--- src/rtl/mem_port_arbiter.sv ---
// Two-requester memory port arbiter: fixed CPU priority, IO anti-starvation
// counter, lock-based multi-cycle ownership and 1-cycle read-valid tagging.
module mem_port_arbiter #(
  parameter int unsigned           WIDTH        = 16,
  parameter int unsigned           ADDR_WIDTH   = 16,
  parameter int unsigned           STARVE_LIMIT = 4,
  parameter logic [ADDR_WIDTH-1:0] IO_BASE      = 16'hCFFD
) (
  input  logic                  clk,
  input  logic                  reset,
  input  logic                  cpu_req,
  input  logic                  cpu_lock,
  input  logic                  cpu_we,
  input  logic [ADDR_WIDTH-1:0] cpu_adr,
  input  logic [WIDTH-1:0]      cpu_wdata,
  output logic                  cpu_gnt,
  output logic                  cpu_rvalid,
  input  logic                  io_req,
  input  logic                  io_lock,
  input  logic                  io_we,
  input  logic [ADDR_WIDTH-1:0] io_adr,
  input  logic [WIDTH-1:0]      io_wdata,
  output logic                  io_gnt,
  output logic                  io_rvalid,
  output logic                  io_err,
  output logic [ADDR_WIDTH-1:0] mem_adr,
  output logic [WIDTH-1:0]      mem_wdata,
  output logic                  mem_we,
  input  logic [WIDTH-1:0]      mem_rdata_in,
  output logic [WIDTH-1:0]      mem_rdata
);

  typedef enum logic [1:0] {
    IDLE    = 2'd0,
    OWN_CPU = 2'd1,
    OWN_IO  = 2'd2
  } owner_t;

  localparam logic [3:0] LP_STARVE = 4'(STARVE_LIMIT);

  owner_t     r_owner;
  owner_t     w_owner_nxt;
  logic [3:0] r_wait;
  logic [1:0] r_rv;
  logic       r_err;

  logic       w_cpu_gnt;
  logic       w_io_gnt;
  logic       w_io_blocked;
  logic       w_starved;

  assign w_starved = (r_wait >= LP_STARVE);

  // Grant decision; an owner whose request has dropped falls back to the
  // IDLE rules within the same cycle, so release costs no dead cycle.
  always_comb begin
    w_cpu_gnt   = 1'b0;
    w_io_gnt    = 1'b0;
    w_owner_nxt = IDLE;
    if (reset) begin
      if (r_owner == OWN_CPU && cpu_req) begin
        w_cpu_gnt = 1'b1;
      end else if (r_owner == OWN_IO && io_req) begin
        w_io_gnt = 1'b1;
      end else if (cpu_req && io_req) begin
        if (w_starved) w_io_gnt  = 1'b1;
        else           w_cpu_gnt = 1'b1;
      end else if (cpu_req) begin
        w_cpu_gnt = 1'b1;
      end else if (io_req) begin
        w_io_gnt = 1'b1;
      end

      if (w_cpu_gnt && cpu_lock)     w_owner_nxt = OWN_CPU;
      else if (w_io_gnt && io_lock)  w_owner_nxt = OWN_IO;
    end
  end

  assign w_io_blocked = w_io_gnt & io_we & (io_adr < IO_BASE);

  always_comb begin
    mem_adr   = cpu_adr;
    mem_wdata = cpu_wdata;
    mem_we    = 1'b0;
    if (w_io_gnt) begin
      mem_adr   = io_adr;
      mem_wdata = io_wdata;
      mem_we    = io_we & ~w_io_blocked;
    end else if (w_cpu_gnt) begin
      mem_we    = cpu_we;
    end
  end

  always_ff @(posedge clk or negedge reset) begin
    if (!reset) begin
      r_owner <= IDLE;
      r_wait  <= '0;
      r_rv    <= '0;
      r_err   <= 1'b0;
    end else begin
      r_owner <= w_owner_nxt;
      r_rv    <= {w_io_gnt & ~io_we, w_cpu_gnt & ~cpu_we};
      r_err   <= w_io_blocked;
      if (io_req && !w_io_gnt) begin
        if (r_wait != 4'hF) r_wait <= r_wait + 4'd1;
      end else begin
        r_wait <= '0;
      end
    end
  end

  assign cpu_gnt    = w_cpu_gnt;
  assign io_gnt     = w_io_gnt;
  assign cpu_rvalid = r_rv[0];
  assign io_rvalid  = r_rv[1];
  assign io_err     = r_err;
  assign mem_rdata  = mem_rdata_in;

endmodule

--- config.mk ---
export PLATFORM = sky130hd
export DESIGN_NAME = mem_port_arbiter
export DESIGN_NICKNAME = d
export VERILOG_FILES = /design/src/rtl/mem_port_arbiter.sv
export SDC_FILE = /design/constraint.sdc
export NUM_CORES = 1
export LEC_CHECK = 0
export CORE_MARGIN = 10
export CORE_UTILIZATION = 23
export CTS_CLUSTER_DIAMETER = 50
export DETAILED_ROUTE_END_ITERATION = 8
export PLACE_DENSITY = 0.89
export SLEW_MARGIN = 10
export SYNTH_ARGS = -nofsm -noshare
export SYNTH_HDL_FRONTEND = slang
export SYNTH_SLANG_ARGS = --single-unit
export TNS_END_PERCENT = 1
--- constraint.sdc ---
create_clock -name clk -period 1.65 [get_ports clk]
set_input_delay 0.165 -clock clk [delete_from_list [all_inputs] [get_ports clk]]
set_output_delay 0.165 -clock clk [all_outputs]
set_load 0.1 [all_outputs]
**Word level (Yosys, flattened, before mapping)**

Index checks and enable logic that the tools add are counted.

- Register bits after elaboration: 9
- Output and inout port bits: 54
- Input bits: 88
- Logic and storage cells: 50

- Reduce and logical (&&, ||, !) cells: 7
- Multiplexer cells: 24
- Equal/unequal tests: 4
- Bitwise logic cells: 8
- Add/sub/neg operators: 1
- Magnitude comparators: 2

Operators with widths:

| kind | count |
|---|---|
| 16-bit 2-to-1 mux | 2 |
| 1-bit 2-to-1 mux | 17 |
| 16-bit < comparator (second input constant) | 1 |
| 4-bit 2-to-1 mux | 2 |
| 1-bit logical AND | 6 |
| 2-bit 2-to-1 mux | 3 |
| 1-bit AND | 5 |
| 4-bit by 1-bit adder with 4-bit output (second input constant) | 1 |
| 4-bit by 3-bit >= comparator with 1-bit output (second input constant) | 1 |
| 4-bit inequality test (second input constant) | 1 |
| 1-bit NOT | 3 |
| 2-bit by 1-bit equality test with 1-bit output (second input constant) | 1 |
| 2-bit equality test (second input constant) | 1 |
| 2-bit by 1-bit inequality test with 1-bit output (second input constant) | 1 |
| 1-bit zero test | 1 |

**Logic depth before layout (Yosys ltp)**

Gate-level depths: netlist of the first run.

- Depth after elaboration: 12
- Mapped depth: 6
- Depth with buffers taken out: 5

**Least setup slack after synthesis of the first run**

No wires, ideal clock.

- Path kind: reg-to-output
- From: register r_wait[2]
- To: output port mem_we
- Data required time: 1,485 ps
- Stages on the path, launching flop included: 6
- Buffers on the path: 1
- Setup slack: -1,833 ps
- Data arrival time: 3,318 ps
- Path through: dfrtp_1 -> buf_2 -> nor2_1 -> nand2_1 -> a31oi_1 -> a32o_1

- Elaborated cells between the ends (all ways): 19
- Those cells by class: order compare: 1; mux: 14; bitwise: 4

RTL lines:

| element | line | source |
|---|---|---|
| from (decl) | 43 | `logic [3:0] r_wait;` |
| from (signal assigned) | 105 | `if (r_wait != 4'hF) r_wait <= r_wait + 4'd1;` |
| 4-bit by 3-bit >= comparator with 1-bit output | 52 | `assign w_starved = (r_wait >= LP_STARVE);` |
| 1-bit 2-to-1 mux | 66 | `if (w_starved) w_io_gnt = 1'b1;` |
| 1-bit 2-to-1 mux | 65 | `end else if (cpu_req && io_req) begin` |
| 1-bit 2-to-1 mux | 63 | `end else if (r_owner == OWN_IO && io_req) begin` |
| 1-bit 2-to-1 mux | 61 | `if (r_owner == OWN_CPU && cpu_req) begin` |
| 1-bit 2-to-1 mux (2 in a row) | 60 | `if (reset) begin` |
| named net cpu_gnt | 16 | `output logic cpu_gnt,` |
| 1-bit 2-to-1 mux | 89 | `end else if (w_cpu_gnt) begin` |
| 1-bit 2-to-1 mux | 85 | `if (w_io_gnt) begin` |
| to (decl) | 28 | `output logic mem_we,` |

The timed path passes the listed nets, and every way through them passes these cells. The select of a mux whose other input is x is not followed.

**Worst setup path in the final report of the first run**

- From: register r_owner[0]
- To: output port mem_wdata[13]

- Longest elaborated chain between the ends: 7
- Elaborated cells between the ends (all ways): 9
- Those cells by class: eq/ne: 2; mux: 5; reduce/logical: 2

RTL lines:

| element | line | source |
|---|---|---|
| from (decl) | 41 | `owner_t r_owner;` |
| from (signal assigned) | 101 | `r_owner <= w_owner_nxt;` |
| 2-bit equality test | 63 |  |
| 1-bit logical AND | 63 |  |
| 1-bit 2-to-1 mux | 63 |  |
| 1-bit 2-to-1 mux * | 61 |  |
| 1-bit 2-to-1 mux * (2 in a row) | 60 |  |
| 16-bit 2-to-1 mux * | 85 |  |
| to (decl) | 27 | `output logic [WIDTH-1:0] mem_wdata,` |

Every way passes the cells marked *; elsewhere a longest branch is shown, timed or not. The select of a mux whose other input is x is not followed.

==> run_results.csv, run 1 <==
group,metric,value,unit
status,status,"finished, violations left",
status,violations,"setup timing",
setup_path,r2r-end,"r_owner[1]",
sta,skew,0.0003146,ns
route,wirelength,4952,µm
sta,max_slew_margin,0.7913,
die,initial_core_util,0.2352,
finish,fin_nets,299,
finish,n_antenna_cell,0,
power,ir_drop,249.8,µV
global_route,grt_pass1_vias,1306,
finish,mostFrequentLayoutCell,"clkdlybuf4s50_1",
setup_path,path_class,"reg -> out",
synth,yosys_warnings,0,
power,p_int,0.0009357,W
synth,syn-instance-count,100,
sta,worstMarginPinSlew,0.3090,ns
finish,drive_gt1_frac,0.4689,
worst_hold_path,hold_end,"mem_rdata[2]",
synth,syn_avg_cell_area,10.96,µm²
global_route,grt_pass1_wl,7113,µm
route,vias,1160,
setup_path,reg2reg_from,"r_wait[3]",
worst_hold_path,min_path_cells,0,
route,drc,0,
cts,numCtsBuffers,3,
route,ant_nets,0,
synth,synthArstFlopShare,1.000,
cts,clkLatencyLatePin,0.23,ns
setup_path,cp.arrival,1.86,ns
finish,utilization,0.5887,
synth,synth_edf_count,0,
setup_path,endpoint_kind,"output port",
worst_hold_path,min_from,"mem_rdata_in[2]",
power,pwr-share-seq,0.141,
synth,netlist-cell-type-count,27,
die,rows,25,
finish,stdcell_area,2744,µm²
cts,clkTransAtPathRegs,0.04,ns
worst_hold_path,hold_class,"in -> out",
finish,area_growth_syn_to_layout,150.3,%
power,p_sw,0.0007560,W
cts,cts_htree_levels,1,
sta,period_minus_slack,2.027,ns
finish,mostFrequentLayoutCells,"clkdlybuf4s50_1, buf_12, mux2_4, buf_4",
sta,finalWorstSetupSlack,-0.3770,ns
synth,synth-seq-cells,9,
power,pwr-share-comb,0.710,
cts,numClockSinks,9,
sta,setup-violations-final,35,
synth,syn_area,1096,µm²
setup_path,r2r_cells,7,
placed_design,io_buffer_count,109,
global_route,grt.total_usage,0.1158,
placed_design,hpwl,4466,µm
placed_design,placed_cell_area,2661,µm²
flow_run,maxCapViolations,0,
die,die_w,89.03,µm
cts,cts_tree,"yes",
setup_path,worst-path-max-fanout,14,
setup_path,crit_required,1.48,ns
placed_design,gp_congestion,0.6965,
global_route,grt_overflow_total,0,
die,io_pins,142,
synth,synth_nets,189,
route,drtIter0Drc,19,
power,clockPowerShare,0.149,
route,wire_per_inst,18.83,µm
die,core_area,4661,µm²
cts,cts_root_buf,"clkbuf_8",
sta,slew_viol_final,0,
global_route,antenna_found_initial,0,
sta,max_freq,493.3,MHz
sta,layout_worst_path_cycle_share,1.229,
synth,yosysSeqAreaShare,0.2055,
power,p_leak,1.266,nW
sta,hold-worst-slack,0.3300,ns
power,powerDensity,616.5,nW/µm²
global_route,grt_max_degree,15,
cts,cts.path.max_buffers,2,
die,die-area,7926,µm²
sta,rsz0062_at_grt,"yes",
route,drtPass1Iterations,3,
synth,synth_ff_type,"dfrtp_1",
power,swShare,0.4469,
setup_path,start_kind,"flip-flop",
setup_path,r2r_setup_slack,0.08,ns
route,avgViaCountPerCell,4.411,
sta,hold_violations,0,
die,die_h,89.03,µm
## critical path, stage by stage, from the launching register on
cell and delay, ns:
dfrtp_1 0.38, nor3b_2 0.17, o211ai_2 0.21, nand3_4 0.17
buf_12 0.20, mux2_4 0.32, buf_12 0.17
## layer usage
metal  global-route usage  wire length [µm]  vias up
met4              0.03902                72        0
met3              0.04284               557        6
met1               0.1178              1696      521
met5                    0                 0        -
met2               0.2128              2625       68
li1                     -                 -      565
## power by group through the flow
stage | Clock, W | Combinational, W | Sequential, W
after global placement | 0 | 0.00118 | 0.000241
after CTS | 0.000264 | 0.00121 | 0.000239
final | 0.000252 | 0.00120 | 0.000239
after detailed placement | 0 | 0.00120 | 0.000242
after global routing | 0.000273 | 0.00124 | 0.000240
after floorplan | 0 | 0.000823 | 0.000257
## stage by stage
| stage | setup slack, ns | TNS [ns] | power [W] | std cells |
|---|---|---|---|---|
| 6_report | -0.3770 | -11.85 | 0.001692 | 263 |
| 5_1_grt | -0.4843 | -15.62 | 0.001751 | 263 |
| 4_1_cts | -0.4091 | -13.11 | 0.001714 | 263 |
| 3_5_place_dp | -0.2551 | -5.045 | 0.001439 | 258 |
| 3_3_place_gp | -0.3040 | -4.821 | 0.001424 | 258 |
| 2_1_floorplan | -0.4474 | -1.831 | 0.001080 | 100 |
## flip-flops by register name, summed over array words and instances, names as in the netlist
| name | cells |
|---|---|
| io_err | 1 |
| r_wait | 4 |
| r_owner | 2 |
| r_rv | 2 |
## logic make-up after synthesis
logic type | after synthesis | synth area share
xor gates and xnor gates | 1 | 0.007992
DFF | 9 | 0.2055
muxes | 33 | 0.4338
buffers and inverters | 23 | 0.1552
and+or+nand+nor | 24 | 0.1164
adders and majority gates | 1 | 0.01141
AOI/OAI and AO/OA | 9 | 0.06964
## timing repair
action / CTS / global route
setup endpoints to repair: 35 / 36
setup buffers: 1 / 0
resized for setup: 7 / 1
pin swaps: 1 / 0
hold buffers: 0 / 0
## cell type report
cell class              count  area (µm²)
clock buffers               4       45.04
multi-input cells          68       758.2
repair buffers            125        1632
fillers                   360        1917
flip-flops and latches      9       226.5
well taps                  54       67.56
inverters                   3       15.01
## synthesized netlist by cell type, types with 2 or more instances
cell type  number  area share
mux2_4         28        0.38
buf_4          16        0.11
and2_1          2       0.011
buf_6           3       0.031
nand3_1         2      0.0091
nand2_1         4       0.014
inv_1           3       0.010
nand4_1         3       0.017
nor2_1          8       0.027
mux2_2          4       0.041
dfrtp_1         9        0.21
nor3_1          2      0.0091
a31oi_1         2       0.011
## worst max path at each step
| stage | slack (ns) | end | cells past startpoint | startpoint |
|---|---|---|---|---|
| 6_report | -0.38 | mem_wdata[13] | 6 | r_owner[0] |
| 5_1_grt | -0.48 | mem_wdata[13] | 6 | r_owner[0] |
| 4_1_cts | -0.41 | mem_we | 7 | r_wait[3] |
| 3_5_place_dp | -0.26 | mem_we | 6 | io_adr[3] |
| 3_3_place_gp | -0.30 | mem_we | 6 | io_adr[3] |
| 2_1_floorplan | -0.45 | mem_we | 6 | r_wait[2] |
(Power assumes the default switching activity.)
==> run 2, diff against run 1 <==
--- a/config.mk
+++ b/config.mk
@@ -6,10 +6,11 @@
 export NUM_CORES = 1
 export LEC_CHECK = 0
 export CORE_MARGIN = 10
-export CORE_UTILIZATION = 23
+export CORE_UTILIZATION = 24
+export CTS_BUF_LIST = sky130_fd_sc_hd__clkbuf_4
 export CTS_CLUSTER_DIAMETER = 50
 export DETAILED_ROUTE_END_ITERATION = 8
-export PLACE_DENSITY = 0.89
+export PLACE_DENSITY = 0.92
 export SLEW_MARGIN = 10
 export SYNTH_ARGS = -nofsm -noshare
 export SYNTH_HDL_FRONTEND = slang
==> run_results.csv, run 2 (synthesis gave the netlist of run 1 again) <==
group,metric,value,unit
cts,cts.path.max_buffers,2,
cts,cts_tree,"yes",
finish,n_antenna_cell,0,
route,drtIter0Drc,37,
sta,setup-violations-final,35,
sta,worstMarginPinSlew,0.3557,ns
placed_design,placed_cell_area,2664,µm²
cts,clkTransAtPathRegs,0.06,ns
global_route,grt_overflow_total,0,
global_route,antenna_found_initial,0,
flow_run,maxCapViolations,0,
route,ant_nets,0,
setup_path,crit_required,1.48,ns
sta,skew,0.004137,ns
finish,area_growth_syn_to_layout,147.3,%
cts,cts_root_buf,"clkbuf_4",
die,die-area,7670,µm²
finish,largest_reg_flops,4,
finish,largestRegisters,"r_wait (4), r_owner (2), r_rv (2)",
route,drc,0,
route,wire_per_inst,18.38,µm
sta,hold-worst-slack,0.2940,ns
power,p_leak,1.248,nW
setup_path,r2r_cells,7,
setup_path,worst-path-max-fanout,10,
power,powerDensity,599.1,nW/µm²
route,avgViaCountPerCell,4.533,
setup_path,start_kind,"flip-flop",
global_route,grt_pass1_wl,7044,µm
power,ir_drop,307.1,µV
cts,numCtsBuffers,3,
die,die_w,87.58,µm
die,die_h,87.58,µm
cts,cts_htree_levels,1,
setup_path,cp.arrival,1.90,ns
finish,fin_nets,297,
cts,cts_hold_buf,0,
sta,finalWorstSetupSlack,-0.4114,ns
placed_design,hpwl,4315,µm
sta,finalSetupTns,-13.24,ns
sta,rsz0062_at_grt,"yes",
setup_path,path_class,"reg -> out",
die,rows,24,
sta,max_freq,485.1,MHz
sta,period_minus_slack,2.061,ns
worst_hold_path,hold_class,"in -> async",
power,power,0.001624,W
status,status,"finished, violations left",
finish,mostFrequentLayoutCells,"clkdlybuf4s50_1, buf_12, mux2_4, buf_4, nor2_1",
finish,stdcell_area,2710,µm²
finish,registers.top_by_ff_count,"r_wait",
cts,numClockSinks,9,
route,wirelength,4760,µm
route,vias,1174,
global_route,grt_pass1_vias,1336,
cts,clkLatencyLatePin,0.26,ns
sta,hold_violations,0,
global_route,grt.total_usage,0.1153,
finish,mostFrequentLayoutCell,"clkdlybuf4s50_1",
die,initial_core_util,0.2500,
sta,layout_worst_path_cycle_share,1.249,
placed_design,io_buffer_count,109,
setup_path,endpoint_kind,"output port",
global_route,grt_max_degree,15,
finish,drive_gt1_frac,0.4734,
placed_design,gp_congestion,0.7498,
status,violations,"setup timing",
sta,slew_viol_final,0,
cts,postCtsSetupRepairBufs,0,
route,drtPass1Iterations,5,
die,io_pins,142,
sta,max_slew_margin,0.7598,
die,core_area,4384,µm²
-- run 2: cell types whose count changed in the layout (fill, tap and decap cells not counted), sizes merged --
cell	change
buf	-2
-- run 2: final timing paths --
kind	from	endpoint	slack, ns
worst max-delay path	r_wait[3]	mem_we	-0.41
worst min-delay path	reset	r_rv[0]	0.29
worst max register to register	r_wait[3]	r_owner[1]	0.07
worst min register to register	r_wait[1]	r_wait[1]	0.60
max in group asynchronous	reset	r_wait[3]	1.18
min in group clk	mem_rdata_in[5]	mem_rdata[5]	0.33
-- run 2: worst max-delay path, stage by stage, from the launching register on --
cell	delay, ns
dfrtp_2	0.44
nor3b_2	0.22
o211ai_2	0.13
nand3_4	0.14
buf_12	0.16
clkinvlp_4	0.10
a32o_4	0.29
buf_12	0.16
-- run 2: power by group --
part	internal [W]	switching, W	leakage, nW
Combinational	0.000534	0.000663	1.11
Sequential	0.000229	0.00000850	0.119
Clock	0.000110	0.0000791	0.0184
-- run 2: layer usage --
layer  vias to the layer above  wire, µm  global-route usage
met5                         -         0                   0
li1                        559         -                   -
met1                       530      1575              0.1180
met2                        79      2420              0.1964
met3                         6       698             0.05664
met4                         0        65             0.04783
-- run 2: layout make-up --
type	count	area (µm²)
Inverter	3	15.01
Timing Repair Buffer	123	1618
Clock buffer	4	30.03
Sequential cell	9	227.7
Tap cell	52	65.06
Multi-Input combinational cell	68	754.5
Fill cell	327	1674
-- run 2: what timing repair did --
item                       4_1_cts  5_1_grt
gates cloned                     0        0
resized for setup                5        0
pin swaps                        0        0
setup endpoints to repair       35       36
-- run 2: metrics by stage --
| step | std cells | util | setup WS, ns |
|---|---|---|---|
| 6_report | 259 | 0.6182 | -0.4114 |
| 5_1_grt | 259 | 0.6182 | -0.5088 |
| 3_5_place_dp | 255 | 0.6076 | -0.3347 |
| 2_1_floorplan | 100 | - | -0.4474 |
| 3_3_place_gp | 255 | 0.6076 | -0.3280 |
| 4_1_cts | 259 | 0.6182 | -0.4348 |
==> run 3, diff against run 2 <==
--- a/config.mk
+++ b/config.mk
@@ -6,11 +6,11 @@
 export NUM_CORES = 1
 export LEC_CHECK = 0
 export CORE_MARGIN = 10
-export CORE_UTILIZATION = 24
-export CTS_BUF_LIST = sky130_fd_sc_hd__clkbuf_4
+export CORE_UTILIZATION = 23
+export CTS_BUF_LIST = sky130_fd_sc_hd__clkbuf_16
 export CTS_CLUSTER_DIAMETER = 50
 export DETAILED_ROUTE_END_ITERATION = 8
-export PLACE_DENSITY = 0.92
+export PLACE_DENSITY = 0.89
 export SLEW_MARGIN = 10
 export SYNTH_ARGS = -nofsm -noshare
 export SYNTH_HDL_FRONTEND = slang
==> run_results.csv, run 3 (synthesis gave the netlist of run 1 again) <==
group,metric,value,unit
status,status,"finished, violations left",
status,violations,"setup timing",
finish,registers.top_by_ff_count,"r_wait",
sta,rsz0062_at_grt,"yes",
worst_hold_path,hold_class,"in -> out",
power,p_int,0.001082,W
setup_path,cpPeakStageDelay,0.38,ns
flow_run,maxCapViolations,0,
route,drc,0,
finish,largestRegisters,"r_wait (4), r_owner (2), r_rv (2)",
sta,skew,0.001761,ns
global_route,grt_overflow_total,0,
setup_path,r2r-end,"r_owner[1]",
sta,finalWorstSetupSlack,-0.3722,ns
die,core_area,4661,µm²
setup_path,worst-path-max-fanout,14,
finish,mostFrequentLayoutCell,"clkdlybuf4s50_1",
placed_design,gp_congestion,0.6965,
global_route,antenna_found_initial,0,
sta,layout_worst_path_cycle_share,1.226,
sta,setup-violations-final,35,
setup_path,crit_path_cell_trace,"nor3b_2, o211ai_2, nand3_4, buf_12, mux2_4, buf_12",
sta,max_freq,494.5,MHz
route,wl_met1,1683,µm
route,avgViaCountPerCell,4.411,
finish,fin_nets,299,
setup_path,reg2reg_from,"r_wait[3]",
power,p_sw,0.0007688,W
finish,n_antenna_cell,0,
setup_path,crit_required,1.48,ns
cts,numClockSinks,9,
finish,largest_reg_flops,4,
setup_path,path_class,"reg -> out",
power,pwr-share-comb,0.647,
cts,clkLatencyLatePin,0.23,ns
cts,cts.path.max_buffers,2,
route,ant_nets,0,
die,die_h,89.03,µm
placed_design,hpwl,4466,µm
power,ir_drop,437.9,µV
setup_path,r2r_setup_slack,0.09,ns
finish,drive_gt1_frac,0.4689,
worst_hold_path,min_path_cells,0,
setup_path,cpMaxStageDelayCell,"dfrtp_1",
sta,worstMarginPinSlew,0.3090,ns
setup_path,endpoint_kind,"output port",
finish,fill_cells,354,
finish,area_growth_syn_to_layout,152.7,%
sta,max_slew_margin,0.7913,
cts,cts_tree,"yes",
global_route,grt_pass1_wl,7031,µm
power,swShare,0.4154,
cts,cts_hold_buf,0,
route,drtPass1Iterations,4,
power,clockPowerShare,0.223,
global_route,grt_max_degree,15,
sta,hold_violations,0,
sta,slew_viol_final,0,
die,die-area,7926,µm²
route,drtIter0Drc,24,
power,pwr-share-seq,0.129,
sta,period_minus_slack,2.022,ns
die,rows,25,
power,p_leak,1.283,nW
placed_design,dp.cells,258,
placed_design,io_buffer_count,109,
setup_path,cp.arrival,1.86,ns
worst_hold_path,min_from,"mem_rdata_in[2]",
route,wirelength,4943,µm
route,wire_per_inst,18.79,µm
finish,mostFrequentLayoutCells,"clkdlybuf4s50_1, buf_12, mux2_4, buf_4",
power,powerDensity,668.1,nW/µm²
setup_path,start_kind,"flip-flop",
die,initial_core_util,0.2352,
cts,numCtsBuffers,3,
worst_hold_path,hold_end,"mem_rdata[2]",
die,die_w,89.03,µm
route,wl_met2,2573,µm
setup_path,r2r_cells,7,
cts,cts_htree_levels,1,
placed_design,place_ws,-0.2551,ns
global_route,grt_pass1_vias,1289,
route,vias,1160,
finish,finalNonFillerCells,263,
route,route.met3.wl,577,µm
cts,clkTransAtPathRegs,0.04,ns
global_route,grt.total_usage,0.1150,
sta,hold-worst-slack,0.3300,ns
die,io_pins,142,
cts,cts_root_buf,"clkbuf_16",
setup_path,cp_common_cell,"buf_12",
route,top_layer,"met4",
-- run 3: area by class of cell --
type                       instances  area [µm²]  area share
timing repair buffer             125        1624      0.5863
multi-input combinational         68       758.2      0.2737
sequential                         9       226.5     0.08175
clock buffer                       3       75.07     0.02710
tap                               54       67.56     0.02439
inverter                           3       15.01    0.005420
clock inverter                     1       3.754    0.001355
-- run 3: how the worst max path moves through the flow --
stage / startpoint / to / slack (ns) / cells after the start
after CTS: r_wait[3] / mem_we / -0.40 / 7
after detailed placement: io_adr[3] / mem_we / -0.26 / 6
after global routing: r_owner[0] / mem_wdata[13] / -0.48 / 6
final: r_owner[0] / mem_wdata[13] / -0.37 / 6
after floorplan: r_wait[2] / mem_we / -0.45 / 6
after global placement: io_adr[3] / mem_we / -0.30 / 6
-- run 3: what timing repair did --
| action | CTS | global route |
|---|---|---|
| resized for setup | 5 | 1 |
| pin swaps | 1 | 0 |
| cloned | 0 | 0 |
| endpoints found under the setup margin | 35 | 36 |
| hold endpoints to repair | 0 | 0 |
| buffers inserted | 1 | 0 |
-- run 3: power groups by stage --
stage	Clock, W	Combinational (W)	Sequential (W)
global placement	0	0.00118	0.000241
CTS	0.000424	0.00121	0.000239
detailed placement	0	0.00120	0.000242
global route	0.000438	0.00123	0.000240
floorplan	0	0.000823	0.000257
finish	0.000414	0.00120	0.000239
-- run 3: metrics by stage --
| stage | instance area [µm²] | power (W) | setup TNS, ns | utilization |
|---|---|---|---|---|
| after CTS | 2766 | 0.001871 | -12.98 | 0.5936 |
| after global placement | 2661 | 0.001424 | -4.821 | 0.5710 |
| after global routing | 2770 | 0.001913 | -15.49 | 0.5944 |
| after floorplan | 1150 | 0.001080 | -1.831 | - |
| final | 2770 | 0.001851 | -11.73 | 0.5944 |
| after detailed placement | 2661 | 0.001439 | -5.045 | 0.5710 |
-- run 3: layer usage --
layer,vias up,track usage
met1,519,0.1163
met2,68,0.2081
met3,8,0.04193
met5,-,0
li1,565,-
met4,0,0.04913
-- run 3: critical path, delay by kind of cell, from the launching register on --
family / cells / cell delay [ns]
DFF: 1 / 0.38
buffers and inverters: 2 / 0.37
and+or+nand+nor: 2 / 0.34
muxes: 1 / 0.32
AOI/OAI and AO/OA: 1 / 0.21
